### src/rtl/secuenciador_pkg.sv
// Shared definitions for the multi-cycle sequencer: state encodings,
// the supported opcode set and the trap-cause codes.
package secuenciador_pkg;

  localparam logic [2:0] ST_IDLE   = 3'b000;
  localparam logic [2:0] ST_FETCH  = 3'b001;
  localparam logic [2:0] ST_DECODE = 3'b010;
  localparam logic [2:0] ST_EXEC   = 3'b011;
  localparam logic [2:0] ST_MEM    = 3'b100;
  localparam logic [2:0] ST_WB     = 3'b101;
  localparam logic [2:0] ST_TRAP   = 3'b111;

  typedef enum logic [2:0] {
    S_IDLE   = ST_IDLE,
    S_FETCH  = ST_FETCH,
    S_DECODE = ST_DECODE,
    S_EXEC   = ST_EXEC,
    S_MEM    = ST_MEM,
    S_WB     = ST_WB,
    S_TRAP   = ST_TRAP
  } state_t;

  localparam logic [6:0] OP_RTYPE  = 7'b0110011;
  localparam logic [6:0] OP_IMM    = 7'b0010011;
  localparam logic [6:0] OP_LOAD   = 7'b0000011;
  localparam logic [6:0] OP_STORE  = 7'b0100011;
  localparam logic [6:0] OP_BRANCH = 7'b1100011;
  localparam logic [6:0] OP_JAL    = 7'b1101111;
  localparam logic [6:0] OP_JALR   = 7'b1100111;
  localparam logic [6:0] OP_LUI    = 7'b0110111;
  localparam logic [6:0] OP_AUIPC  = 7'b0010111;

  localparam logic [1:0] CAUSE_NONE       = 2'b00;
  localparam logic [1:0] CAUSE_ILLEGAL    = 2'b01;
  localparam logic [1:0] CAUSE_IM_TIMEOUT = 2'b10;
  localparam logic [1:0] CAUSE_DM_TIMEOUT = 2'b11;

  function automatic logic is_legal_op(input logic [6:0] op);
    logic legal;
    case (op)
      OP_RTYPE, OP_IMM, OP_LOAD, OP_STORE, OP_BRANCH,
      OP_JAL, OP_JALR, OP_LUI, OP_AUIPC: legal = 1'b1;
      default:                           legal = 1'b0;
    endcase
    return legal;
  endfunction

  function automatic logic is_mem_op(input logic [6:0] op);
    return (op == OP_LOAD) || (op == OP_STORE);
  endfunction

endpackage

### src/rtl/mem_wait_timer.sv
// Wait-cycle counter shared by the fetch and data-memory handshakes.
// o_timeout flags the last request cycle on which ready is still accepted.
module mem_wait_timer #(
  parameter int MEM_TIMEOUT = 16
) (
  input  logic i_clk,
  input  logic i_rst_n,
  input  logic i_clr,
  input  logic i_en,
  output logic o_timeout
);

  localparam logic [7:0] LIMIT = 8'(MEM_TIMEOUT - 1);

  logic [7:0] r_cnt;

  // Clear has priority so a fresh request always starts counting from zero.
  always_ff @(posedge i_clk) begin
    if (!i_rst_n)   r_cnt <= 8'd0;
    else if (i_clr) r_cnt <= 8'd0;
    else if (i_en)  r_cnt <= r_cnt + 8'd1;
  end

  assign o_timeout = (r_cnt == LIMIT);

endmodule

### src/rtl/secuenciador_multiciclo.sv
// Multi-cycle sequencer: walks each instruction through fetch, decode,
// execute, memory and writeback, gating the decoder's write enables and
// trapping on illegal opcodes or memory handshakes that never complete.
// Handshake: a request (im_req/dm_req) is held high every cycle in its
// state until the matching ready is seen high in the same cycle; the
// request is never withdrawn except by reset or a timeout trap.
module secuenciador_multiciclo
  import secuenciador_pkg::*;
#(
  parameter int MEM_TIMEOUT = 16,
  parameter int INSTRET_W   = 32
) (
  input  logic                 clk,
  input  logic                 rst_n,
  input  logic                 run,
  input  logic [6:0]           opcode,
  input  logic                 ru_we_dec,
  input  logic                 dm_wr_dec,
  input  logic                 im_ready,
  input  logic                 dm_ready,
  output logic                 im_req,
  output logic                 ir_we,
  output logic                 dm_req,
  output logic                 dm_wr,
  output logic                 ru_we,
  output logic                 pc_we,
  output logic [2:0]           state,
  output logic                 trap,
  output logic [1:0]           trap_cause,
  output logic [INSTRET_W-1:0] instret
);

  state_t                r_state;
  state_t                w_next;
  logic                  r_trap;
  logic [1:0]            r_trap_cause;
  logic [INSTRET_W-1:0]  r_instret;
  logic [1:0]            w_cause;
  logic                  w_timer_en;
  logic                  w_timer_clr;
  logic                  w_timeout;

  mem_wait_timer #(
    .MEM_TIMEOUT(MEM_TIMEOUT)
  ) u_timer (
    .i_clk     (clk),
    .i_rst_n   (rst_n),
    .i_clr     (w_timer_clr),
    .i_en      (w_timer_en),
    .o_timeout (w_timeout)
  );

  // State register.
  always_ff @(posedge clk) begin
    if (!rst_n) r_state <= S_IDLE;
    else        r_state <= w_next;
  end

  // Next-state logic, strobe decode and timer control.
  always_comb begin
    w_next     = r_state;
    w_cause    = CAUSE_NONE;
    w_timer_en = 1'b0;
    im_req     = 1'b0;
    ir_we      = 1'b0;
    dm_req     = 1'b0;
    dm_wr      = 1'b0;
    ru_we      = 1'b0;
    pc_we      = 1'b0;
    case (r_state)
      S_IDLE: begin
        if (run) w_next = S_FETCH;
      end
      S_FETCH: begin
        im_req = 1'b1;
        ir_we  = im_ready;
        if (im_ready) begin
          w_next = S_DECODE;
        end else begin
          w_timer_en = 1'b1;
          if (w_timeout) begin
            w_next  = S_TRAP;
            w_cause = CAUSE_IM_TIMEOUT;
          end
        end
      end
      S_DECODE: begin
        if (is_legal_op(opcode)) begin
          w_next = S_EXEC;
        end else begin
          w_next  = S_TRAP;
          w_cause = CAUSE_ILLEGAL;
        end
      end
      S_EXEC: begin
        w_next = is_mem_op(opcode) ? S_MEM : S_WB;
      end
      S_MEM: begin
        dm_req = 1'b1;
        dm_wr  = dm_wr_dec;
        if (dm_ready) begin
          w_next = S_WB;
        end else begin
          w_timer_en = 1'b1;
          if (w_timeout) begin
            w_next  = S_TRAP;
            w_cause = CAUSE_DM_TIMEOUT;
          end
        end
      end
      S_WB: begin
        pc_we  = 1'b1;
        ru_we  = ru_we_dec;
        w_next = run ? S_FETCH : S_IDLE;
      end
      S_TRAP: begin
        w_next = S_TRAP;
      end
      default: begin
        w_next = S_IDLE;
      end
    endcase
  end

  // The timer restarts on every entry into a waiting state.
  assign w_timer_clr = ((w_next == S_FETCH) && (r_state != S_FETCH)) ||
                       ((w_next == S_MEM)   && (r_state != S_MEM));

  // Sticky trap capture and retired-instruction count (wraps silently).
  always_ff @(posedge clk) begin
    if (!rst_n) begin
      r_trap       <= 1'b0;
      r_trap_cause <= CAUSE_NONE;
      r_instret    <= '0;
    end else begin
      if ((r_state != S_TRAP) && (w_next == S_TRAP)) begin
        r_trap       <= 1'b1;
        r_trap_cause <= w_cause;
      end
      if (r_state == S_WB) r_instret <= r_instret + INSTRET_W'(1);
    end
  end

  assign state      = r_state;
  assign trap       = r_trap;
  assign trap_cause = r_trap_cause;
  assign instret    = r_instret;

endmodule
### config.mk
export PLATFORM = sky130hd
export DESIGN_NAME = secuenciador_multiciclo
export DESIGN_NICKNAME = d
export VERILOG_FILES = /design/src/rtl/secuenciador_pkg.sv /design/src/rtl/mem_wait_timer.sv /design/src/rtl/secuenciador_multiciclo.sv
export SDC_FILE = /design/constraint.sdc
export NUM_CORES = 1
export LEC_CHECK = 0
export CAP_MARGIN = 5
export CORE_MARGIN = 4
export CORE_UTILIZATION = 30
export CTS_CLUSTER_SIZE = 20
export DETAILED_ROUTE_END_ITERATION = 12
export PLACE_DENSITY_LB_ADDON = 0.12
export REMOVE_ABC_BUFFERS = 1
export SYNTH_ARGS = -nofsm -noshare
export SYNTH_HDL_FRONTEND = slang
export SYNTH_SLANG_ARGS = --single-unit
### constraint.sdc
create_clock -name clk -period 3.4 [get_ports clk]
set_clock_uncertainty 0.2 [all_clocks]
set_input_delay 0.85 -clock clk [delete_from_list [all_inputs] [get_ports clk]]
set_output_delay 0.85 -clock clk [all_outputs]
set_load 0.05 [all_outputs]
# --- After elaboration in Yosys (flattened, before gate mapping) ---
# Cells that the tools add are included.
# Widths: inputs -> output; s select.
op_classes:
  n_addsub: 2
  eq_ne: 22
  n_mux: 25
  bitwise: 1
  n_reduce_logical: 8
ops:
  columns: ["cell", "n"]
  rows:
  - ["$add 32x1->32 const B", 1]
  - ["$eq 7x6->1 const B", 3]
  - ["$eq 7x7->1 const B", 3]
  - ["$pmux 3 s7", 1]
  - ["$eq 3x3->1 const B", 5]
  - ["$mux 3", 5]
  - ["$eq 7x5->1 const B", 2]
  - ["$mux 1", 13]
  - ["$reduce_or 9->1", 1]
  - ["$add 8x1->8 const B", 1]
  - ["$eq 8x4->1 const B", 1]
  - ["$mux 2", 4]
  - ["$eq 7x2->1 const B", 1]
  - ["$eq 3x1->1 const B", 2]
  - ["$eq 3x2->1 const B", 2]
  - ["$ne 3x3->1 const B", 2]
  - ["$pmux 2 s3", 1]
  - ["$logic_and 1x1->1", 3]
  - ["$logic_not 3->1", 1]
  - ["$ne 3x1->1 const B", 1]
  - ["$logic_or 1x1->1", 2]
  - ["$pmux 1 s2", 1]
  - ["$reduce_or 2->1", 1]
  - ["$not 1->1", 1]
totals:
  ff_bits: 46
  in_bits: 14
  output_inout_bits: 44
  word_cells: 63

# --- Longest topological paths before layout ---
# Gate-level depths: netlist of run 1.
logic_depth:
  ltp_word: 10
  mapped_depth: 8
  mapped_depth_nobuf: 7

# --- Modules after synthesis ---
# From an unflattened synthesis of run 1, not the netlist that was laid out.
hier_totals:
  cells_unflattened: 258
  hier_area_um2: 2307.2
modules_own_cells:
  columns: ["module", "n_inst", "cells_per_inst", "area_per_inst_um2", "seq_area_each_um2"]
  rows:
  - ["secuenciador_multiciclo", 1, 218, 1946.9, 760.7]
  - ["mem_wait_timer", 1, 40, 360.3, 160.2]

# --- Worst setup path after synthesis of run 1 ---
# Ideal clock, no wire load.
synth_path:
  path_type: "register to output"
  from: "register r_state[2] (netlist: state[2])"
  to: "output dm_wr"
  arrival_ns: 2.220
  required_ns: 2.350
  setup_slack_ns: 0.130
  path_stages_with_launch: 4
  path_buffers: 1
  path_cell_list: "dfxtp_1 buf_6 nor3b_2 and2_1"
synth_between:
  elab_chain_len: 2
synth_lines:
  columns: ["element", "line_no", "text"]
  rows:
  - ["start, declared", "secuenciador_multiciclo.sv:33", "state_t r_state;"]
  - ["start signal, assigned", "secuenciador_multiciclo.sv:56", "else r_state <= w_next;"]
  - ["$eq 3x3->1", "secuenciador_multiciclo.sv:70", "case (r_state)"]
  - ["$mux 1", "secuenciador_multiciclo.sv:70", null]
  - ["end, declared", "secuenciador_multiciclo.sv:24", "output logic dm_wr,"]
# No other way between the ends.

# --- Worst setup path in the final report of run 1 ---
layout_path:
  from: "register r_state[0] (netlist: state[0])"
  to: "output im_req"
layout_between:
  elab_chain_len: 2
layout_lines:
  columns: ["element", "line_no", "text"]
  rows:
  - ["$eq 3x1->1", "secuenciador_multiciclo.sv:70", null]
  - ["$mux 1", "secuenciador_multiciclo.sv:70", null]
  - ["end, declared", "secuenciador_multiciclo.sv:21", "output logic im_req,"]
# No other way between the ends.

==> flow_metrics.tcl, run 1 <==
set metrics [dict create \
    die_h_um 97.7 \
    utilization_pct 41.1 \
    initial_core_util_pct 31.1 \
    path_cells "nor3b_4 > clkdlybuf4s50_1" \
    core_area_sq_um 7770 \
    cts_root_buffer "clkbuf_8" \
    drv_slew 0 \
    ys_types 54 \
    synth.top_cell.area_share_pct 38.2 \
    final_cells 430 \
    rows 32 \
    synth_edf_count 0 \
    h-tree-depth 2 \
    cp.required_ns 2.35 \
    routed_via_density 4.74 \
    vias 2040 \
    wl_per_cell_um 12.9 \
    final_antenna_net_count 0 \
    maxCapViolations 0 \
    grt_usage_pct 11.8 \
    hp-start "trap$_SDFFE_PN0P_" \
    synthFlopType "dfxtp_1" \
    critPathBufInv 1 \
    gp_congestion 0.798 \
    period_share_pct 95.2 \
    powerDensity_nw_per_um2 433 \
    finalNetCount 343 \
    synth.area.top_cells "dfxtp_1, xnor2_1, and2_1, xor2_1, nand2_1" \
    cp_max_fo 17 \
    drt_wl_total_um 5530 \
    cp_top_family "buffers and inverters" \
    dp.cells 422 \
    portBuffers 57 \
    fin_tns_setup_ns 0 \
    cts_setup_buffers 0 \
    worst_pin_slew_ns 0.645 \
    cp.arrival_ns 2.19 \
    grt_pass1_vias 1934 \
    ctsHoldBuffers 0 \
    clockBufferDepth 2 \
    ir_worst_vdd_mv 0.298 \
    hold_viol 0 \
    synth_seq_cells 46 \
    clk_latency_ns 0.30 \
    r2r_cells 7 \
    yosysMostFrequentCell "dfxtp_1" \
    grt_first_pass_wirelength_um 9360 \
    area_delta_synth_final_pct 32.2 \
    netlist_top_cells_count "dfxtp_1, and2_1, xnor2_1" \
    seq_area_frac_synth_pct 38.2 \
    place_area_sq_um 3100 \
    endpoint_kind "output port" \
    yosysWarnings 0 \
    drtIter0Drc 59 \
    crit_path_start_kind "flop" \
    path_clk_slew_ns 0.08 \
    period_needed_ns 3.24 \
    grt_overflow 0 \
    hp-class "reg -> reg" \
    diodes 0 \
    cts_sinks 46 \
    die_area_sq_um 9540 \
    cts_tree "yes" \
    cts.repair.resized 0 \
    crit-reg2reg-launch "u_timer.r_cnt[0]$_SDFFE_PP0P_" \
    r2r-end "u_timer.r_cnt[1]$_SDFFE_PP0P_" \
    hpwl_um 4120 \
    grt_max_degree 21 \
    max_slew_margin_pct 56.9 \
    first_pass_iters 5 \
    synth_area_sq_um 2410 \
    fp.dieW_um 97.7 \
    status "completed" \
    critPathMaxStageDelay_ns 0.86 \
    fin_area_sq_um 3190 \
    drc_errors 0 \
    clock.fmax_ghz 0.309 \
    antenna_found_initial 0 \
    cellLeakagePower_nw 1.20 \
    path_class "reg -> out" \
    hold_depth 1 \
    yosysTopAreaCell "dfxtp_1" \
    crit_path_top_delay_cell "clkdlybuf4s50_1" \
    holdPathEnd "trap$_SDFFE_PN0P_" \
    netlist_instances 269 \
    ys_async_sr_fraction_pct 0 \
    rsz0062_at_grt "no" \
    setup_viol 0 \
    reg2reg_slack_ns 1.04 \
    io_pins 58 \
    cts_buffers 5 \
    drive_gt1_share_pct 8.84 \
    syn_avg_cell_area_sq_um 8.97 \
]
==> layout make-up <==
cell class,count,area (sq um)
fill,799,4580
tap,102,128
inverter,7,26.3
multi-input combinational,207,1420
sequential,46,921
timing repair buffer,60,611
clock inverter,2,13.8
clock buffer,6,72.6
==> worst max-delay path by stage <==
stage,from,to,cells past startpoint
4_1_cts,state[0]$_SDFF_PN0_,im_req,2
3_5_place_dp,opcode[2],u_timer.r_cnt[2]$_SDFFE_PP0P_,7
5_1_grt,state[0]$_SDFF_PN0_,im_req,2
3_3_place_gp,opcode[2],u_timer.r_cnt[0]$_SDFFE_PP0P_,7
2_1_floorplan,state[2]$_SDFF_PN0_,dm_wr,2
6_report,state[0]$_SDFF_PN0_,im_req,2
==> logic make-up (layout without fill, tap and decap cells) <==
group	after synthesis	after routing	synth area share, %
xor gates and xnor gates	34	34	12.3
adders and majority gates	2	2	1.04
muxes	2	2	0.830
buffers and inverters	16	75	3.06
and+or+nand+nor	132	132	33.8
DFF	46	46	38.2
AOI/OAI and AO/OA	37	37	10.8
==> per-stage QoR <==
| stage | power [mW] | worst slack (ns) | hold WS (ns) |
|---|---|---|---|
| after floorplan | 0.906 | 0.106 | 0.333 |
| after global placement | 1.06 | 0.430 | 0.254 |
| after detailed placement | 1.06 | 0.384 | 0.258 |
| after CTS | 1.40 | 0.169 | 0.284 |
| after global routing | 1.46 | 0.0422 | 0.328 |
| final | 1.38 | 0.162 | 0.281 |
==> per-layer routing <==
layer	part of all wire [%]	global-route usage, %	up-vias
met2	46	19.0	52
met1	48	15.4	941
met3	5.4	2.73	7
met4	1.4	4.15	0
li1	-	-	1040
met5	0	0	-
==> where the power goes <==
group | switching, mW | internal (mW)
logic | 0.261 | 0.169
registers | 0.0511 | 0.563
clock network | 0.193 | 0.145
==> flip-flops by register name (all words and copies together), names as in the netlist <==
signal and cells:
trap_cause 2, instret 32, trap 1, state 3
u_timer.r_cnt 8
==> cells in the final DEF (no fill, tap or decap), types with 3 or more instances in the layout <==
cell type        count
nor2_1              13
and2_1              29
clkdlybuf4s50_1     54
buf_4                4
inv_1                7
a21boi_0             4
nand2_1             20
o21ai_0              7
nand3_1             15
xor2_1              13
nand4_1              6
nor2b_1              8
and3_1               7
clkbuf_8             5
xnor2_1             21
dfxtp_1             46
a21oi_1              9
nand2b_1             3
nor3_1               7
or3_1                5
No activity file was read; power rests on OpenSTA's default activity.
==> run 2, diff against run 1 <==
CTS_CLUSTER_SIZE = not set   (was 20)
==> results of run 2 <==
Final layout, timing and power as in run 1 (identical DEF).
